$ cat src/rtl/rm_wstrb_gen_if.sv
// Command, aligner-drain and bus-beat signal bundle for rm_wstrb_gen.
// slave = generator side, master = surrounding logic / testbench side.
interface rm_wstrb_gen_if #(
   parameter int EW   = 8,
   parameter int BEC  = 16,
   parameter int LENW = 16
);
   localparam int OFSW = (BEC == 1) ? 1 : $clog2(BEC);
   localparam int BECW = $clog2(BEC + 1);

   // Every handshake is strict valid/ready: a transfer happens on a rising
   // clk edge where both are high; a valid side holds its payload until then.
   logic              cmd_val;
   logic              cmd_rdy;
   logic [OFSW-1:0]   cmd_ofs;
   logic [LENW-1:0]   cmd_len;
   logic              src_val;
   logic              src_rdy;
   logic [BEC*EW-1:0] src_b;
   logic [OFSW-1:0]   src_ofs;
   logic [BECW-1:0]   src_ec;
   logic              bus_val;
   logic              bus_rdy;
   logic [BEC*EW-1:0] bus_data;
   logic [BEC-1:0]    bus_strb;
   logic              bus_last;

   modport slave (
      input  cmd_val, cmd_ofs, cmd_len, src_val, src_b, bus_rdy,
      output cmd_rdy, src_rdy, src_ofs, src_ec, bus_val, bus_data, bus_strb, bus_last
   );

   modport master (
      output cmd_val, cmd_ofs, cmd_len, src_val, src_b, bus_rdy,
      input  cmd_rdy, src_rdy, src_ofs, src_ec, bus_val, bus_data, bus_strb, bus_last
   );
endinterface

$ cat src/rtl/rm_wstrb_gen.sv
// Write-beat generator draining the element realignment FIFO into strobed bus beats.
// Optional macro RM_WSTRB_ZERO_FILL_EN: zero data lanes whose strobe is low.
module rm_wstrb_gen #(
   parameter int EW   = 8,
   parameter int BEC  = 16,
   parameter int LENW = 16
) (
   input  logic                clk,
   input  logic                rst,
   rm_wstrb_gen_if.slave       io,
   output logic                busy,
   output logic                dbg_state
);
   localparam int OFSW = (BEC == 1) ? 1 : $clog2(BEC);
   localparam int BECW = $clog2(BEC + 1);

   typedef enum logic {IDLE = 1'b0, RUN = 1'b1} state_t;

   state_t            state;
   logic [OFSW-1:0]   lane;
   logic [LENW-1:0]   rem;
   logic              bus_val_q;
   logic [BEC*EW-1:0] bus_data_q;
   logic [BEC-1:0]    bus_strb_q;
   logic              bus_last_q;

   logic [LENW-1:0]   room;
   logic [LENW-1:0]   ec_l;
   logic [BECW-1:0]   ec;
   logic [BECW:0]     lo;
   logic [BECW:0]     hi;
   logic [BEC-1:0]    mask;
   logic [BEC*EW-1:0] data_next;
   logic              src_rdy_c;
   logic              load;
   logic              final_beat;
   logic              ofs_ok;

   // Beat size depends only on registered lane/rem, never on src_val.
   always_comb begin
      room = LENW'(BEC) - LENW'(lane);
      ec_l = (rem < room) ? rem : room;
      ec   = ec_l[BECW-1:0];
   end

   always_comb begin
      mask = '0;
      lo   = (BECW+1)'(lane);
      hi   = lo + (BECW+1)'(ec);
      for (int i = 0; i < BEC; i++) begin
         mask[i] = ((BECW+1)'(i) >= lo) && ((BECW+1)'(i) < hi);
      end
   end

   always_comb begin
      data_next = io.src_b;
`ifdef RM_WSTRB_ZERO_FILL_EN
      for (int i = 0; i < BEC; i++) begin
         if (!mask[i]) data_next[i*EW +: EW] = '0;
      end
`endif
   end

   assign src_rdy_c  = (state == RUN) && (!bus_val_q || io.bus_rdy);
   assign load       = io.src_val && src_rdy_c;
   assign final_beat = (rem == ec_l);
   assign ofs_ok     = (BECW+1)'(io.cmd_ofs) < (BECW+1)'(BEC);

   always_ff @(posedge clk or posedge rst) begin
      if (rst) begin
         state      <= IDLE;
         lane       <= '0;
         rem        <= '0;
         bus_val_q  <= 1'b0;
         bus_data_q <= '0;
         bus_strb_q <= '0;
         bus_last_q <= 1'b0;
      end else begin
         case (state)
            IDLE: begin
               // A zero-length command is consumed here without producing beats.
               if (io.cmd_val && io.cmd_len != '0) begin
                  state <= RUN;
                  lane  <= ofs_ok ? io.cmd_ofs : '0;
                  rem   <= io.cmd_len;
               end
            end
            RUN: begin
               if (load) begin
                  rem  <= rem - ec_l;
                  lane <= '0;
                  if (final_beat) state <= IDLE;
               end
            end
            default: state <= IDLE;
         endcase

         if (load) begin
            bus_val_q  <= 1'b1;
            bus_data_q <= data_next;
            bus_strb_q <= mask;
            bus_last_q <= final_beat;
         end else if (bus_val_q && io.bus_rdy) begin
            bus_val_q <= 1'b0;
         end
      end
   end

   assign io.cmd_rdy  = (state == IDLE);
   assign io.src_rdy  = src_rdy_c;
   assign io.src_ofs  = (state == RUN) ? lane : '0;
   assign io.src_ec   = (state == RUN) ? ec : '0;
   assign io.bus_val  = bus_val_q;
   assign io.bus_data = bus_data_q;
   assign io.bus_strb = bus_strb_q;
   assign io.bus_last = bus_last_q;
   assign busy        = (state != IDLE) || bus_val_q;
   assign dbg_state   = state;
endmodule

$ cat src/flat_wrapper.sv
// flat-port wrapper written by rule: the top's interface ports become plain ports
module rm_wstrb_gen_flat 
#(
   parameter int EW   = 8,
   parameter int BEC  = 16,
   parameter int LENW = 16
)
  (clk, rst, busy, dbg_state, io_cmd_val, io_cmd_ofs, io_cmd_len, io_src_val, io_src_b, io_bus_rdy, io_cmd_rdy, io_src_rdy, io_src_ofs, io_src_ec, io_bus_val, io_bus_data, io_bus_strb, io_bus_last);
  rm_wstrb_gen_if #(.EW(EW), .BEC(BEC), .LENW(LENW)) io_i ();
  input  logic clk;
  input  logic rst;
  output logic busy;
  output logic dbg_state;
  input wire logic [$bits(io_i.cmd_val)-1:0] io_cmd_val;
  input wire logic [$bits(io_i.cmd_ofs)-1:0] io_cmd_ofs;
  input wire logic [$bits(io_i.cmd_len)-1:0] io_cmd_len;
  input wire logic [$bits(io_i.src_val)-1:0] io_src_val;
  input wire logic [$bits(io_i.src_b)-1:0] io_src_b;
  input wire logic [$bits(io_i.bus_rdy)-1:0] io_bus_rdy;
  output wire logic [$bits(io_i.cmd_rdy)-1:0] io_cmd_rdy;
  output wire logic [$bits(io_i.src_rdy)-1:0] io_src_rdy;
  output wire logic [$bits(io_i.src_ofs)-1:0] io_src_ofs;
  output wire logic [$bits(io_i.src_ec)-1:0] io_src_ec;
  output wire logic [$bits(io_i.bus_val)-1:0] io_bus_val;
  output wire logic [$bits(io_i.bus_data)-1:0] io_bus_data;
  output wire logic [$bits(io_i.bus_strb)-1:0] io_bus_strb;
  output wire logic [$bits(io_i.bus_last)-1:0] io_bus_last;
  assign io_i.cmd_val = io_cmd_val;
  assign io_i.cmd_ofs = io_cmd_ofs;
  assign io_i.cmd_len = io_cmd_len;
  assign io_i.src_val = io_src_val;
  assign io_i.src_b = io_src_b;
  assign io_i.bus_rdy = io_bus_rdy;
  assign io_cmd_rdy = io_i.cmd_rdy;
  assign io_src_rdy = io_i.src_rdy;
  assign io_src_ofs = io_i.src_ofs;
  assign io_src_ec = io_i.src_ec;
  assign io_bus_val = io_i.bus_val;
  assign io_bus_data = io_i.bus_data;
  assign io_bus_strb = io_i.bus_strb;
  assign io_bus_last = io_i.bus_last;
  rm_wstrb_gen #(.EW(EW), .BEC(BEC), .LENW(LENW)) u_core (.clk(clk), .rst(rst), .io(io_i), .busy(busy), .dbg_state(dbg_state));
endmodule
$ cat config.mk
export PLATFORM = sky130hd
export DESIGN_NAME = rm_wstrb_gen_flat
export DESIGN_NICKNAME = d
export VERILOG_FILES = /design/src/rtl/rm_wstrb_gen_if.sv /design/src/rtl/rm_wstrb_gen.sv /design/src/flat_wrapper.sv
export SDC_FILE = /design/constraint.sdc
export NUM_CORES = 1
export LEC_CHECK = 0
export ABC_AREA = 1
export CELL_PAD_IN_SITES_DETAIL_PLACEMENT = 1
export CELL_PAD_IN_SITES_GLOBAL_PLACEMENT = 2
export CORE_ASPECT_RATIO = 2
export CORE_MARGIN = 1.5
export CORE_UTILIZATION = 24
export CTS_CLUSTER_DIAMETER = 100
export CTS_CLUSTER_SIZE = 40
export DETAILED_ROUTE_END_ITERATION = 7
export PLACE_DENSITY_LB_ADDON = 0.1
export SKIP_CTS_REPAIR_TIMING = 1
export SLEW_MARGIN = 20
export SYNTH_ARGS = -nofsm -noshare
export SYNTH_HDL_FRONTEND = slang
export SYNTH_SLANG_ARGS = --single-unit
$ cat constraint.sdc
create_clock -name clk -period 7.5 [get_ports clk]
set_input_delay 1.5 -clock clk [delete_from_list [all_inputs] [get_ports clk]]
set_output_delay 1.5 -clock clk [all_outputs]
set_load 0.02 [all_outputs]
==> flow_summary.json <==
{
  "num_io_pins": 312,
  "ys_types": 37,
  "final_max_slew_viol_count": 0,
  "synth_top_area_share_pct": 54.1,
  "holdPathStages": 2,
  "finalSetupViolations": 0,
  "synth_nets": 1126,
  "critPathKind": "flop to output pin",
  "power_mw": 3.61,
  "drt_iter0_drc": 192,
  "worst_slew_pin_slew_ns": 0.962,
  "arrival_ns": 3.99,
  "firstDrtPassIters": 4,
  "start_util_pct": 24.4,
  "grt_pass1_vias": 7721,
  "final_nets": 1421,
  "r2r_cells": 22,
  "drive_above_1_share_pct": 5.47,
  "hpwl_mm": 22.8,
  "antenna_found_initial": 1,
  "fin_skew_ns": 0.0159,
  "synth_edf_count": 0,
  "ant_nets": 0,
  "start_kind": "flop",
  "grt_overflow_total": 0,
  "r2r-start": "u_core.lane[1]$_DFFE_PP0P_",
  "gp_congestion": 0.788,
  "worst_skew_pair.late_latency_ns": 0.45,
  "grt_pass1_wl_mm": 45.2,
  "die_w_um": 130,
  "grt_start_max_net_pins": 148,
  "areaGrowthSynthToFinish_pct": 52.9,
  "cts_sinks": 167,
  "cts_buffers": 17,
  "crit_path_end_kind": "output pin",
  "rsz0062_at_grt": "false",
  "drc_errors": 0,
  "path_clk_slew_ns": 0.07,
  "min_path_type": "flop to flop",
  "seq_area_frac_synth_pct": 54.1,
  "cts_root_buffer": "clkbuf_16",
  "synth_seq_cells": 167,
  "place_area_um2": 11200,
  "required_ns": 6.00,
  "fin_crit_sh_pct": 73.2,
  "dr_wl_met2_mm": 17.5,
  "die-area_um2": 33400,
  "min_period_ns": 5.49,
  "final_design_area_no_fill_um2": 11800,
  "status": "complete, no violations",
  "r2r_slack_ns": 3.05,
  "synth_area_leaders": "dfrtp_1 (54%), nand2_1 (23%), ha_1 (2.8%)",
  "grtUsageTotal_pct": 18.3,
  "synthArstFlopShare_pct": 100,
  "routed-wl-met3_mm": 1.17,
  "clockBufferDepth": 2,
  "synth_top_cell_by_area": "dfrtp_1",
  "min_to": "u_core.io.bus_data[111]$_DFFE_PP0P_",
  "port_buffers": 311,
  "ir_worst_vdd_mv": 0.173,
  "cts_max_level": 4,
  "met1Wirelength_mm": 10.4,
  "routed.top_layer": "met4",
  "synthCells": 954,
  "die_h_um": 257,
  "vias": 7271,
  "p_leak_nw": 5.69,
  "syn_avg_cell_area_um2": 8.10,
  "rows": 92,
  "cp_max_fo": 10,
  "reg2reg_to": "u_core.rem[15]$_DFFE_PP0P_",
  "tritoncts": "done",
  "ys.flop_type": "dfrtp_1",
  "routedWlPerCell_um": 17.9,
  "synth_area_um2": 7730,
  "detail_route.wirelength_mm": 30.1,
  "hold_start": "u_core.io.bus_data[111]$_DFFE_PP0P_",
  "power-per-cell-area_nw_per_um2": 305,
  "nFillCells": 3802,
  "slew_headroom_pct": 35.9,
  "max_freq_ghz": 0.182,
  "finalSetupTns_ns": 0,
  "final-hold-violation-count": 0,
  "ys_warn_count": 0,
  "cap_viol_max_count": 0,
  "core-area_um2": 31700,
  "final_util_pct": 37.3,
  "routed_via_density": 4.31
}
## power by group
group	switching (mW)	total (mW)	internal, mW
clock network	0.397	0.890	0.493
registers	0.152	1.25	1.10
logic	0.860	1.47	0.607
## state kept, by name, indices dropped and copies added, names as in the netlist
register and count:
u_core.io.bus_last 1, u_core.dbg_state 1, u_core.io.bus_strb 16, u_core.io.bus_val 1, u_core.io.bus_data 128, u_core.lane 4, u_core.rem 16
## layer usage
metal  track usage, %  up-vias
met3             3.59       38
met1             17.3     3510
met2             36.7      175
met4             7.59        0
li1                 -     3548
met5                0        -
## cell usage after synthesis, types with 2 or more instances
library cell and instances:
ha_1 17, o21ai_0 32, buf_2 15, nand2_2 5
clkbuf_1 13, nor2_1 42, o21bai_1 3, fa_1 2
inv_1 55, nand3_4 2, nand4_1 6, nand3_1 24
nand4_2 2, buf_1 5, nand3_2 3, o211ai_1 5
dfrtp_1 167, nor2_2 6, or2_2 3, nor3_1 2
nor4_1 7, inv_2 6, a21oi_1 12, xor2_1 7
nand2_1 479, o21ai_1 10, o22ai_1 6, buf_4 6
nor2_4 4
## layout by cell type (no fill, tap or decap), drive strengths merged
cell,instances
nor3b,1
o211ai,5
clkinvlp,6
o21bai,3
nor2,52
nand4,8
a21oi,12
dfrtp,167
nor4,7
diode,1
clkbuf,18
o22ai,6
nand2,485
xor2,7
bufinv,2
nand3,29
nor3,2
a21o,1
inv,63
clkinv,5
nand3b,1
a31oi,1
o21a,1
o21ai,42
ha,17
buf,5
or2,3
fa,2
clkdlybuf4s50,311
## per-stage QoR
stage               worst slack (ns)  cells  hold slack (ns)
floorplan                       1.48    954            0.491
global placement                2.56   1653            0.461
detailed placement              2.43   1653            0.464
CTS                             1.91   1685            0.483
global route                    1.62   1686            0.499
finish                          2.01   1686            0.477
## critical path: stages, from the launching register on
cell             delay [ns]
dfrtp_1                0.50
inv_1                  0.18
ha_1                   0.17
inv_1                  0.08
nor2_2                 0.12
inv_2                  0.06
nor2_1                 0.15
inv_1                  0.09
ha_1                   0.19
nor2_1                 0.09
nand3_1                0.13
nor2_4                 0.20
nand2_4                0.11
o21ai_0                0.56
inv_1                  0.16
nor2_1                 0.13
clkdlybuf4s50_1        0.62
## area by class of cell
type,count,area [um^2],share of cell area (%)
clock buffers,18,429,3.63
clock inverters,14,153,1.29
well taps,423,529,4.48
diodes,1,2.50,0.0212
multi-input cells,685,3120,26.4
repair buffers,316,3160,26.8
flip-flops and latches,167,4180,35.3
inverters,62,243,2.05
## how the worst max path moves through the flow
stage	from	end	slack, ns	depth (start not counted)
2_1_floorplan	rst	u_core.dbg_state$_DFF_PP0_	1.48	1
6_report	u_core.lane[1]$_DFFE_PP0P_	io_src_ec[1]	2.01	16
5_1_grt	u_core.lane[1]$_DFFE_PP0P_	io_src_ec[1]	1.62	16
3_3_place_gp	u_core.lane[1]$_DFFE_PP0P_	io_src_ec[1]	2.56	16
4_1_cts	u_core.lane[1]$_DFFE_PP0P_	io_src_ec[1]	1.91	16
3_5_place_dp	u_core.lane[1]$_DFFE_PP0P_	io_src_ec[1]	2.43	16
## logic make-up after synthesis
group,Yosys count,share of synthesized area (%)
flip-flops,167,54.1
XOR/XNOR,7,0.793
AO/OA/AOI/OAI,71,5.03
adder cells (fa/ha/maj),19,3.27
buffers and inverters,102,5.58
AND/OR/NAND/NOR,588,31.3
Power figures use the tool's default switching activity.
